[src/rtl/prog_loader.sv]
// Program-store loader: accepts a COUNT/DATA/CHECK nibble frame, fills a 16-word
// store, verifies the XOR checksum and releases the CPU only on a good load.
module prog_loader #(
  parameter int DW = 4,
  parameter int AW = 4
) (
  input  logic          clk,
  input  logic          reset,
  input  logic          start,
  input  logic          in_valid,
  input  logic [DW-1:0] in_data,
  output logic          in_ready,
  input  logic [AW-1:0] rd_addr,
  output logic [DW-1:0] rd_data1,
  output logic [DW-1:0] rd_data2,
  output logic          cpu_hold,
  output logic          done,
  output logic          err,
  output logic [AW:0]   words_loaded
);

  localparam int DEPTH = 2 ** AW;

  typedef enum logic [2:0] {
    IDLE,
    LEN,
    DATA,
    CHECK,
    LOADED,
    FAILED
  } state_t;

  state_t        state;
  logic [DW-1:0] mem [DEPTH];
  logic [DW-1:0] acc;
  logic [AW-1:0] addr;
  logic [AW-1:0] last_addr;
  logic [AW-1:0] rd_addr_next;
  logic          xfer;

  assign xfer = in_valid && in_ready;

  // Memory writes share the FSM block so a mid-frame reset clears both together.
  always_ff @(posedge clk or posedge reset) begin
    if (reset) begin
      state        <= IDLE;
      for (int i = 0; i < DEPTH; i++) mem[i] <= '0;
      acc          <= '0;
      addr         <= '0;
      last_addr    <= '0;
      words_loaded <= '0;
      in_ready     <= 1'b0;
      cpu_hold     <= 1'b1;
      done         <= 1'b0;
      err          <= 1'b0;
    end else begin
      case (state)
        IDLE, LOADED, FAILED: begin
          if (start) begin
            state        <= LEN;
            acc          <= '0;
            addr         <= '0;
            words_loaded <= '0;
            in_ready     <= 1'b1;
            cpu_hold     <= 1'b1;
            done         <= 1'b0;
            err          <= 1'b0;
          end
        end
        LEN: begin
          if (xfer) begin
            last_addr <= in_data[AW-1:0];
            acc       <= in_data;
            state     <= DATA;
          end
        end
        DATA: begin
          if (xfer) begin
            mem[addr]    <= in_data;
            acc          <= acc ^ in_data;
            addr         <= addr + 1'b1;
            words_loaded <= words_loaded + 1'b1;
            if (addr == last_addr) state <= CHECK;
          end
        end
        CHECK: begin
          if (xfer) begin
            in_ready <= 1'b0;
            if (in_data == acc) begin
              state    <= LOADED;
              done     <= 1'b1;
              cpu_hold <= 1'b0;
            end else begin
              state <= FAILED;
              err   <= 1'b1;
            end
          end
        end
        default: state <= IDLE;
      endcase
    end
  end

  // Operand word sits at the next address, wrapping from the top of the store to 0.
  assign rd_addr_next = rd_addr + 1'b1;
  assign rd_data1     = mem[rd_addr];
  assign rd_data2     = mem[rd_addr_next];

endmodule

[config.mk]
export PLATFORM = sky130hd
export DESIGN_NAME = prog_loader
export DESIGN_NICKNAME = d
export VERILOG_FILES = /design/src/rtl/prog_loader.sv
export SDC_FILE = /design/constraint.sdc
export NUM_CORES = 1
export LEC_CHECK = 0
export ABC_AREA = 1
export ABC_CLOCK_PERIOD_IN_PS = 4500
export CAP_MARGIN = 5
export CORE_MARGIN = 2
export CORE_UTILIZATION = 50
export CTS_CLUSTER_SIZE = 12
export DETAILED_ROUTE_END_ITERATION = 10
export DONT_BUFFER_PORTS = 1
export PLACE_DENSITY = 0.75
export SKIP_CTS_REPAIR_TIMING = 1
export SKIP_LAST_GASP = 1
export SYNTH_ARGS = -nofsm -noshare
export SYNTH_HDL_FRONTEND = slang
export SYNTH_SLANG_ARGS = --single-unit
[constraint.sdc]
create_clock -name clk -period 4.5 [get_ports clk]
set_clock_uncertainty 0.05 [all_clocks]
set_input_delay 0.9 -clock clk [delete_from_list [all_inputs] [get_ports clk]]
set_output_delay 0.9 -clock clk [all_outputs]
set_load 0.01 [all_outputs]
==> results.yml <==
synthesis:
  avgSynthCellArea_um2: 7.408
  muxShareOfSynthArea: 0
  seq_area_frac_synth: 0.4513
  syn-num-nets: 677
  synth_top_cell_by_area: "dfrtp_1"
  synthTopCellsByArea: "dfrtp_1 (45%), nand2_1 (14%), o21ai_0 (12%)"
  synth-xor-area-share: 0.005126
  postSynth.asyncResetShare: 1.000
  synth_top_family_by_area: "simple AND/OR/NAND/NOR gates"
  synth_most_common_cell: "nand2_1"
  synth_adder_area_share: 0.01538
  synth_top_flop_cell: "dfrtp_1"
  syn_inst: 659
  synthesis.area_um2: 4882
  synth_edf_count: 0
  synth_top_area_frac: 0.4459
  synthTopCellsByCount: "nand2_1 (181), o21ai_0 (119), dfrtp_1 (87)"
  synth_compound_area_frac: 0.2145
  yosys.area_share.simple: 0.2337
  ys_warn_count: 0
  synth_cell_type_count: 25
  ys_seq_elements: 88
power:
  combPwrFrac: 0.290
  power_density_nw_per_um2: 471.8
  p_sw_w: 0.0009204
  p_total_w: 0.002453
  p_int_w: 0.001533
  p_clk_frac: 0.271
  peakVddDrop_v: 0.0002897
  seq_power_share: 0.439
  power.leakage_nw: 2.402
  swShare: 0.3752
timing:
  finalCriticalPeriod_ns: 3.069
  report.final.slew_viol_count: 0
  period_share: 0.6819
  finalHoldViolCount: 0
  slew_headroom: 0.3175
  timing.fmax_mhz: 325.9
  hold_ws_ns: 0.4398
  setup_violations: 0
  rsz0062_at_grt: "false"
  finalWorstSetupSlack_ns: 1.431
  tightest_slew_ns: 1.024
  finalSetupTns_ns: 0
worst_setup_path:
  crit_required_ns: 3.55
  cp-startpoint: "rd_addr[0]"
  cp_data_arrival_time_ns: 2.12
  rrSetupSlack_ns: 2.27
  cp_top_family: "XOR/XNOR gates"
  start_kind: "input port"
  endpoint: "rd_data2[0]"
  cpPeakStageDelay_ns: 0.38
  cp_num_buf_inv: 1
  crit-reg2reg-capture: "words_loaded[3]"
  cp.depth: 6
  crit_path_frequent_cell: "nand3_1"
  path_class: "in -> out"
  reg2reg_from: "state[2]"
  path_cells: "ha_1, xnor2_2, inv_1, nand3_1, nand3_1, nand2_1"
  worstRegToRegCells: 8
  worst_path_max_delay_cell: "xnor2_2"
  cp_max_fo: 97
  cp-end-kind: "output pin"
global_route:
  grt_pass1_vias: 3826
  globalRouteMet2Util: 0.3861
  grt_max_degree: 98
  grt_util_all_layers: 0.2449
  grtUsageMet3: 0.02780
  use_met1: 0.3536
  busiest_layer: "met2"
  grt_pass1_wl_mm: 19.83
  antenna_found_initial: 0
  grt_overflow_total: 0
drt:
  vias_per_cell: 5.532
  vias: 4343
  ant_nets: 0
  dr.pass1.iters: 5
  drt_wl_total_mm: 12.49
  wl_per_cell_um: 15.91
  drc: 0
  drt_iter0_drc: 379
placement:
  dp_slack_ns: 1.449
  hpwl_mm: 9.112
  port_buffers: 0
  place_congestion: 0.9554
outcome:
  status: "finished clean"
job:
  cap_violations: 0
clocking:
  clk_pin_slew_worst_paths_ns: 0.09
  cts-root-buf: "clkbuf_8"
  ctsLongestPathBuffers: 2
  worstSkewPairLatency_ns: 0.36
  cts_max_level: 3
  tritoncts: "yes"
  cts_num_sinks: 88
  cts_buffers: 9
floorplanning:
  pin_count: 29
  core_area_um2: 9639
  die-width_um: 102.8
  die-area_um2: 10570
  initial_utilization: 0.5065
  num_rows: 36
  die_h_um: 102.8
final_layout:
  nets: 665
  area_growth_pct: 6.510
  filler_cell_count: 941
  final_core_util: 0.5395
  num_antenna_cells: 0
  drive_gt1_frac: 0.04601
hold_path:
  hold_class: "reg -> reg"
  holdPathStages: 2
-- metrics by stage --
stage,instances,cell area [um2]
after floorplan,659,4882
after global placement,769,4956
after detailed placement,769,4956
after CTS,785,5200
after global routing,785,5200
final,785,5200
-- placed cells by master, fill, tap and decap left out, drive strengths merged --
master	count
nand3	43
a21oi	51
ha	6
a22oi	4
bufinv	3
clkinv	3
o21ai	122
xor2	1
or2	1
clkbuf	10
dfrtp	87
o211ai	19
dfstp	1
nand2	183
nor2	26
inv	75
xnor2	1
a31o	1
nand4	13
buf	2
-- sequential cells by signal, indices dropped and copies added, names as in the netlist --
register      count
cpu_hold          1
acc               4
addr              4
words_loaded      5
err               1
done              1
in_ready          1
state             3
mem              64
last_addr         4
-- cells by family after synthesis --
kind of cell | count (synthesis)
compound gates | 197
xor+xnor | 2
fa+ha+maj | 6
buf+inv | 100
flops | 88
simple gates | 266
-- power groups by stage --
stage	clock network (W)	registers, W	logic [W]
6_report	0.000665	0.00108	0.000711
5_1_grt	0.000711	0.00110	0.000825
4_1_cts	0.000674	0.00108	0.000712
3_5_place_dp	0	0.00109	0.000709
3_3_place_gp	0	0.00108	0.000682
2_1_floorplan	0	0.00105	0.000588
-- worst register-to-register path, cell delays in order (launching register included) --
cell     delay [ns]
dfrtp_1        0.39
inv_1          0.09
nand2_1        0.10
nor2_4         0.37
nor2_1         0.13
nor2_1         0.60
inv_1          0.21
nand2_1        0.11
o21ai_0        0.07
-- metal layers --
metal | vias up | part of all wire | routed length (um)
met5 | - | 0 | 0
met4 | 0 | 0.022 | 270
met3 | 21 | 0.045 | 565
met2 | 133 | 0.47 | 5925
met1 | 2024 | 0.46 | 5726
li1 | 2165 | - | -
-- cell type report --
cell class,instances,area (um2),share of cell area
Clock buffer,10,127.6,0.02454
Clock inverter,6,116.4,0.02238
Inverter,75,282.8,0.05438
Multi-Input combinational cell,471,2288,0.4401
Sequential cell,88,2203,0.4237
Tap cell,133,166.4,0.03200
Timing Repair Buffer,2,15.01,0.002887
-- worst min-delay path by stage --
stage | from | to | slack (ns)
floorplan | state[2] | state[2] | 0.39
global placement | state[2] | state[2] | 0.41
detailed placement | state[2] | state[2] | 0.41
CTS | state[2] | state[2] | 0.44
global route | mem[13] | mem[13] | 0.47
finish | state[2] | state[2] | 0.44
(Power assumes the default switching activity.)
